$ cat src/rtl/rotate_game_seq_pkg.sv
`default_nettype none
// ============================================================================
// Module  : rotate_pkg
// Purpose : Shared types and the cell-source mapping for the board and piece
//           rotators.
//           - rot_mode_t  : rotation selector (R0 / CW90 / R180 / CCW90)
//           - rot_state_t : sequencer states
//           - rot_src_xy  : for a destination cell (x', y'), returns the
//                           source cell (ox, oy) of a W x H input grid
// Revision: 1.0  initial release
// ============================================================================
package rotate_pkg;

   typedef enum logic [1:0] {
      ROT_0     = 2'd0,
      ROT_CW90  = 2'd1,
      ROT_180   = 2'd2,
      ROT_CCW90 = 2'd3
   } rot_mode_t;

   typedef enum logic [1:0] {
      IDLE    = 2'd0,
      CAPTURE = 2'd1,
      COLS    = 2'd2,
      DONE    = 2'd3
   } rot_state_t;

   typedef struct packed {
      int ox;
      int oy;
   } rot_xy_t;

   // new[x][y] = old[ox][oy]; w/h are the dimensions of the *input* grid.
   function automatic rot_xy_t rot_src_xy(input rot_mode_t mode,
                                          input int x, input int y,
                                          input int w, input int h);
      rot_xy_t r;
      case (mode)
         ROT_CW90:  begin r.ox = y;         r.oy = h - 1 - x; end
         ROT_180:   begin r.ox = w - 1 - x; r.oy = h - 1 - y; end
         ROT_CCW90: begin r.ox = w - 1 - y; r.oy = x;         end
         default:   begin r.ox = x;         r.oy = y;         end
      endcase
      return r;
   endfunction

endpackage
`default_nettype wire

$ cat src/rtl/rotate_game_seq_piece_grid.sv
`default_nettype none
// ============================================================================
// Module  : rotate_piece_grid
// Purpose : Combinational GRID x GRID piece rotator.
// Ports   : mode      in  rotation selector
//           piece_in  in  piece_in[x][y]
//           piece_out out rotated piece, piece_out[x'][y']
// Revision: 1.0  initial release
// ============================================================================
module rotate_piece_grid
   import rotate_pkg::*;
#(
   parameter int GRID = 4
) (
   input  rot_mode_t                   mode,
   input  logic [GRID-1:0][GRID-1:0]   piece_in,
   output logic [GRID-1:0][GRID-1:0]   piece_out
);

   localparam int GW = (GRID > 1) ? $clog2(GRID) : 1;

   rot_xy_t src;

   always_comb begin
      piece_out = '0;
      src       = '0;
      for (int x = 0; x < GRID; x++) begin
         for (int y = 0; y < GRID; y++) begin
            src = rot_src_xy(mode, x, y, GRID, GRID);
            // Square grid: every source index is in range for any mode.
            piece_out[x][y] = piece_in[src.ox[GW-1:0]][src.oy[GW-1:0]];
         end
      end
   end

endmodule
`default_nettype wire

$ cat src/rtl/rotate_game_seq.sv
`default_nettype none
// ============================================================================
// Module  : rotate_game_seq
// Purpose : Multi-cycle rotator for the game board and active piece.
//           A start snapshot is taken in IDLE; the piece and its position are
//           rotated in CAPTURE; the board is rebuilt one output column per
//           cycle in COLS; DONE pulses done_o and raises valid_o.
// Ports   : GAME_clk / GAME_reset_n   clock, async active-low reset
//           start_i, rot_mode_i       request and rotation mode
//           piece_i, piece_x_i/y_i    piece grid and top-left position
//           screen_i                  board, screen_i[x][y]
//           ready_o, busy_o           FSM idle / running
//           done_o, valid_o           completion pulse / held result valid
//           out_w_o, out_h_o          rotated board dimensions
//           piece_o, piece_x_o/y_o    rotated piece and position
//           pos_err_o                 input position off-board
//           screen_o                  rotated board in a D x D store
// Revision: 1.0  initial release
// ============================================================================
module rotate_game_seq
   import rotate_pkg::*;
#(
   parameter int GRID    = 4,
   parameter int BOARD_W = 10,
   parameter int BOARD_H = 20,
   localparam int D      = (BOARD_W > BOARD_H) ? BOARD_W : BOARD_H
) (
   input  logic                              GAME_clk,
   input  logic                              GAME_reset_n,
   input  logic                              start_i,
   input  rot_mode_t                         rot_mode_i,
   input  logic [GRID-1:0][GRID-1:0]         piece_i,
   input  logic [$clog2(BOARD_W)-1:0]        piece_x_i,
   input  logic [$clog2(BOARD_H)-1:0]        piece_y_i,
   input  logic [BOARD_W-1:0][BOARD_H-1:0]   screen_i,
   output logic                              ready_o,
   output logic                              busy_o,
   output logic                              done_o,
   output logic                              valid_o,
   output logic [$clog2(D+1)-1:0]            out_w_o,
   output logic [$clog2(D+1)-1:0]            out_h_o,
   output logic [GRID-1:0][GRID-1:0]         piece_o,
   output logic [$clog2(D)-1:0]              piece_x_o,
   output logic [$clog2(D)-1:0]              piece_y_o,
   output logic                              pos_err_o,
   output logic [D-1:0][D-1:0]               screen_o
);

   localparam int XW = $clog2(BOARD_W);
   localparam int YW = $clog2(BOARD_H);
   localparam int OW = $clog2(D + 1);
   localparam int PW = $clog2(D);

   rot_state_t                       state;
   rot_mode_t                        snap_mode;
   logic [BOARD_W-1:0][BOARD_H-1:0]  snap_screen;
   logic [GRID-1:0][GRID-1:0]        snap_piece;
   logic [XW-1:0]                    snap_px;
   logic [YW-1:0]                    snap_py;
   logic [PW-1:0]                    col;

   logic [GRID-1:0][GRID-1:0]        piece_rot;
   logic                             pos_bad;
   int                               px;
   int                               py;
   int                               nx;
   int                               ny;
   logic [OW-1:0]                    rot_w;
   logic [OW-1:0]                    rot_h;
   logic [D-1:0]                     col_data;
   rot_xy_t                          src;

   assign ready_o = (state == IDLE);
   assign busy_o  = (state != IDLE);

   rotate_piece_grid #(
      .GRID      (GRID)
   ) u_piece_grid (
      .mode      (snap_mode),
      .piece_in  (snap_piece),
      .piece_out (piece_rot)
   );

   // Rotated position and board dimensions from the snapshot. Arithmetic is
   // in int so an off-board position cannot wrap into a plausible value.
   always_comb begin
      px      = int'(snap_px);
      py      = int'(snap_py);
      pos_bad = (px > BOARD_W - GRID) || (py > BOARD_H - GRID);
      case (snap_mode)
         ROT_CW90:  begin nx = BOARD_H - GRID - py; ny = px;                  end
         ROT_180:   begin nx = BOARD_W - GRID - px; ny = BOARD_H - GRID - py; end
         ROT_CCW90: begin nx = py;                  ny = BOARD_W - GRID - px; end
         default:   begin nx = px;                  ny = py;                  end
      endcase
      if (pos_bad) begin
         nx = 0;
         ny = 0;
      end
      if ((snap_mode == ROT_CW90) || (snap_mode == ROT_CCW90)) begin
         rot_w = OW'(BOARD_H);
         rot_h = OW'(BOARD_W);
      end else begin
         rot_w = OW'(BOARD_W);
         rot_h = OW'(BOARD_H);
      end
   end

   // One output column: rows at or beyond out_h_o stay 0 so the unused part
   // of the square store never holds stale data.
   always_comb begin
      col_data = '0;
      src      = '0;
      for (int y = 0; y < D; y++) begin
         src = rot_src_xy(snap_mode, int'(col), y, BOARD_W, BOARD_H);
         if ((y < int'(out_h_o)) &&
             (src.ox >= 0) && (src.ox < BOARD_W) &&
             (src.oy >= 0) && (src.oy < BOARD_H)) begin
            col_data[y] = snap_screen[src.ox[XW-1:0]][src.oy[YW-1:0]];
         end
      end
   end

   always_ff @(posedge GAME_clk or negedge GAME_reset_n) begin
      if (!GAME_reset_n) begin
         state       <= IDLE;
         snap_mode   <= ROT_0;
         snap_screen <= '0;
         snap_piece  <= '0;
         snap_px     <= '0;
         snap_py     <= '0;
         col         <= '0;
         done_o      <= 1'b0;
         valid_o     <= 1'b0;
         pos_err_o   <= 1'b0;
         out_w_o     <= '0;
         out_h_o     <= '0;
         piece_o     <= '0;
         piece_x_o   <= '0;
         piece_y_o   <= '0;
         screen_o    <= '0;
      end else begin
         done_o <= 1'b0;
         case (state)
            IDLE: begin
               if (start_i) begin
                  snap_mode   <= rot_mode_i;
                  snap_screen <= screen_i;
                  snap_piece  <= piece_i;
                  snap_px     <= piece_x_i;
                  snap_py     <= piece_y_i;
                  valid_o     <= 1'b0;
                  screen_o    <= '0;
                  state       <= CAPTURE;
               end
            end
            CAPTURE: begin
               piece_o   <= piece_rot;
               piece_x_o <= PW'(nx);
               piece_y_o <= PW'(ny);
               pos_err_o <= pos_bad;
               out_w_o   <= rot_w;
               out_h_o   <= rot_h;
               col       <= '0;
               state     <= COLS;
            end
            COLS: begin
               screen_o[col] <= col_data;
               if (OW'(col) == out_w_o - OW'(1)) begin
                  state <= DONE;
               end else begin
                  col <= col + PW'(1);
               end
            end
            DONE: begin
               done_o  <= 1'b1;
               valid_o <= 1'b1;
               state   <= IDLE;
            end
            default: state <= IDLE;
         endcase
      end
   end

endmodule
`default_nettype wire
$ cat config.mk
export PLATFORM = sky130hd
export DESIGN_NAME = rotate_game_seq
export DESIGN_NICKNAME = d
export VERILOG_FILES = /design/src/rtl/rotate_game_seq_pkg.sv /design/src/rtl/rotate_game_seq_piece_grid.sv /design/src/rtl/rotate_game_seq.sv
export SDC_FILE = /design/constraint.sdc
export NUM_CORES = 2
export LEC_CHECK = 0
export BUFFER_PORTS_ARGS = -buffer_cell sky130_fd_sc_hd__buf_4
export CORE_MARGIN = 5
export CORE_UTILIZATION = 36
export CTS_CLUSTER_SIZE = 30
export DETAILED_ROUTE_END_ITERATION = 12
export HOLD_SLACK_MARGIN = 0.02
export PLACE_DENSITY = 0.59
export SKIP_LAST_GASP = 1
export SYNTH_ARGS = -nofsm -noshare
export SYNTH_HDL_FRONTEND = slang
export SYNTH_SLANG_ARGS = --single-unit
export TNS_END_PERCENT = 10
$ cat constraint.sdc
create_clock -name GAME_clk -period 8 [get_ports GAME_clk]
set_input_delay 0.4 -clock GAME_clk [delete_from_list [all_inputs] [get_ports GAME_clk]]
set_output_delay 0.4 -clock GAME_clk [all_outputs]
set_load 0.1 [all_outputs]
==> metrics <==
outcome finished with violations; failing checks max-capacitance violations, max-slew violations; Synth cell types 88; worst-path maximum fanout 58; xor/xnor cell area share of the yosys netlist 0.269%; GRT Total Usage about a third; CTS tree yes; vias in the first global route 37,800; Crit. End Element flop; Post-synth EDFFs 0; Final min period 6.72 ns; GR met1 Demand/Resource 41.9%; post-cts sizing count 0; post-synthesis mux area share between 20% and 30%; Compound-Gate Fraction of Synth Area around a fifth; largest net degree at the start of global routing 151; clock buffer depth 3; root buffer cell clkbuf_16; grt total ovfl 0; FFs w/ async S/R, synth between 90% and 100%; HP Class in2reg; # fillers 10,100; met2 Use GR 52.7%; Final Skew 0.0643 ns; Hold Vio Cnt, Final 0; actual slew at the worst max-slew pin ~1.6 ns; Final nets roughly 5,000; Clock Latency Late Sink 0.69 ns; setup TNS 0 ns; pins over their slew limit 9; fin crit share 84.0%; die area 115,000 µm²; share of cells above drive strength 1 a little over a quarter; Vias per Instance 6.27; Die Wd 339 µm; max-cap violation count 2; Core Rows 120; Avg WL per Cell 32.4 µm; CP arrival just over 7 ns; Syn Area/Cell 9.83 µm²; CP Launch Type flop; area share of fa/ha/maj cells after synthesis less than 1%; Total Wirelength between 200,000 and 250,000 µm; CTS H-tree depth 3; slew margin rel. -9.78%; Crit Path Class reg2reg; Synth Flop Type dfrtp_1; Register Area 16,600 µm²; first-pass GRT wire length between 200,000 and 300,000 µm; First-pass DRT Iterations 9; antenna-violating nets left 0; Final setup violation count 0; sequential share of the synthesized area a little over two fifths; met3 Resource Use GR slightly below 9%; global placer's final weighted congestion between 1 and 1.5; Yosys Warn Count 0; Core Region 107,000 µm²; Initial Util 36.4%; WP data required roughly 8.5 ns; CTS clk-pin slew, worst paths about 0.060 ns; Port Buf Inserts around 670; RSZ-0062 raised after global routing false; CTS sink cnt 665; antenna violations before repair 2; DRC violations left 0; 1st-iter DRT viols 4,386; main combinational cell family by area after synthesis multiplexers; IO Pins 671; Post-Syn Instances ~4,000; Die H 339 µm; Post-Synth Simple-Gate Area 11.8%; GRT busiest layer met2; DR vias 38,800; Cell Area, Synth 39,100 µm²; P&R area growth vs syn 29.4%; flops & latches, synth between 600 and 700; total CTS buffers 76; Detailed Place HPWL 147,000 µm; Multi-input gate area between 20,000 and 25,000 µm²; Max Fclk between 100 and 150 MHz
## final timing paths
| path | startpoint | to | slack (ns) | depth (start not counted) |
|---|---|---|---|---|
| max in group asynchronous | GAME_reset_n | snap_screen[113] | 6.07 | 3 |
| max | snap_mode[0] | screen_o[22] | 1.28 | 13 |
| min in group asynchronous | GAME_reset_n | screen_o[310] | 0.40 | 2 |
| min reg2reg | screen_o[397] | screen_o[397] | 0.48 | 2 |
| min | start_i | valid_o | 0.11 | 3 |
| max reg2reg | snap_mode[0] | screen_o[22] | 1.28 | 13 |
## flip-flops by register name, indices dropped and copies added, names as in the netlist
signal and flops:
pos_err_o 1, snap_piece 16, done_o 1, out_w_o 2
snap_py 5, state 2, snap_px 4, screen_o 400
piece_y_o 5, col 5, piece_x_o 5, piece_o 16
valid_o 1, snap_mode 2, snap_screen 200
## stage by stage
| step | cell area, µm² | cells | worst slack (ns) | utilization, % | hold WS, ns |
|---|---|---|---|---|---|
| floorplan | 39100 | 3975 | 4.01 | - | 0.104 |
| CTS | 50500 | 6191 | 1.50 | 47.1 | 0.0874 |
| detailed placement | 45600 | 5827 | 1.54 | 42.5 | 0.470 |
| finish | 50500 | 6193 | 1.28 | 47.1 | 0.113 |
| global placement | 45600 | 5827 | 1.50 | 42.5 | 0.462 |
| global route | 50500 | 6191 | 0.986 | 47.1 | 0.142 |
## kinds of logic (layout without fill, tap and decap cells)
kind of cell	after synthesis	after routing
AO/OA/AOI/OAI	1166	1166
flip-flops	665	665
multiplexers	665	665
AND/OR/NAND/NOR	1073	1073
buffers and inverters	370	1183
XOR/XNOR	12	12
adder cells (fa/ha/maj)	22	22
other	1	4
## area by class of cell
cell class | instances | share of cell area [%]
tap | 1403 | 3.47
sequential | 665 | 32.9
clock buffer | 107 | 4.29
multi-input combinational | 2940 | 41.7
clock inverter | 29 | 0.911
inverter | 30 | 0.223
antenna | 2 | 0.00990
timing repair buffer | 1017 | 16.5
## cells in the final DEF, fill, tap and decap left out, types with 16 or more instances in the layout
master         synthesis  routed
o31ai_1               17      17
clkbuf_1             211      16
nand3_1               77      77
mux2_2               255     255
a211oi_1              31      31
mux2i_1              317     316
inv_1                 27      27
nor2_1               230     224
o221ai_1              26      26
dlygate4sd3_1          0     228
a22o_1                72      72
nand2_1              553     552
a221oi_1              19      19
nor3_1                75      73
o22ai_1               64      64
o2111ai_1             21      20
ha_1                  22      21
nor4_1                19      19
or3_1                 20      20
a32o_1                49      49
buf_4                 22     779
dfrtp_1              665     665
clkbuf_16              0      76
a21oi_1              143     137
a21o_1                34      34
o211ai_1              62      62
nand4_1               16      16
a31oi_1               28      27
mux4_2                92      92
o21ai_0              341     341
o21ai_1               99      95
o311ai_0              19      18
## cells in the mapped netlist, types with 7 or more instances
cell type    n  share of area [%]
a221oi_1    19               0.43
nand4_1     16               0.26
nor3_1      75               0.96
o21ai_0    341                4.4
a32oi_1      8               0.18
a211oi_1    31               0.60
nand2_1    553                5.3
nor4_1      19               0.30
and2_1      11               0.18
buf_4       22               0.42
nand2b_1    15               0.24
o22ai_1     64                1.0
nor2_1     230                2.2
inv_1       27               0.26
o211a_1      9               0.23
ha_1        22               0.70
a21oi_1    143                1.8
o221ai_1    26               0.58
nand3_1     77               0.99
o2bb2ai_1    7               0.16
dfrtp_1    665                 43
o21a_1      15               0.29
clkbuf_1   211                2.0
or3_1       20               0.32
o2111ai_1   21               0.47
a22oi_1      9               0.17
a22o_1      72                1.6
o21ai_1     99                1.3
a21o_1      34               0.65
nor2b_1     13               0.21
and3_1      11               0.18
a31oi_1     28               0.45
a211o_1     13               0.29
xor2_1       7               0.16
buf_1       16               0.15
a32o_1      49                1.3
buf_2       89                1.1
a2111oi_0   12               0.27
mux2_2     255                7.4
or4_1        8               0.15
mux2i_1    317                8.1
o311ai_0    19               0.43
o211ai_1    62                1.2
mux4_2      92                5.3
o31ai_1     17               0.33
## routing by layer
metal	up-vias	wire, µm
li1	16400	-
met1	19400	77200
met2	2425	90500
met3	622	19700
met4	2	13600
met5	-	18
## critical path, stage by stage, from the launching register on
cell and delay, ns:
dfrtp_1 0.51, inv_1 0.21, ha_2 0.73, nor2_1 0.27, a21oi_4 1.04, buf_12 0.43
mux2i_1 0.75, o221ai_1 0.19, o311ai_0 0.13, a211oi_1 0.20, o22a_1 0.27, nor3_1 0.58
a211o_1 0.87, o21ai_0 0.24
## timing repair
item | CTS | global route
endpoints found under the hold margin | 336 | 0
hold buffers | 228 | 0
setup buffers | 0 | 0
endpoints found under the setup margin | 0 | 0
Power is left out: the tool's default activity adds up to more than one toggle a clock period on the data nets, which glitch-free logic cannot reach.
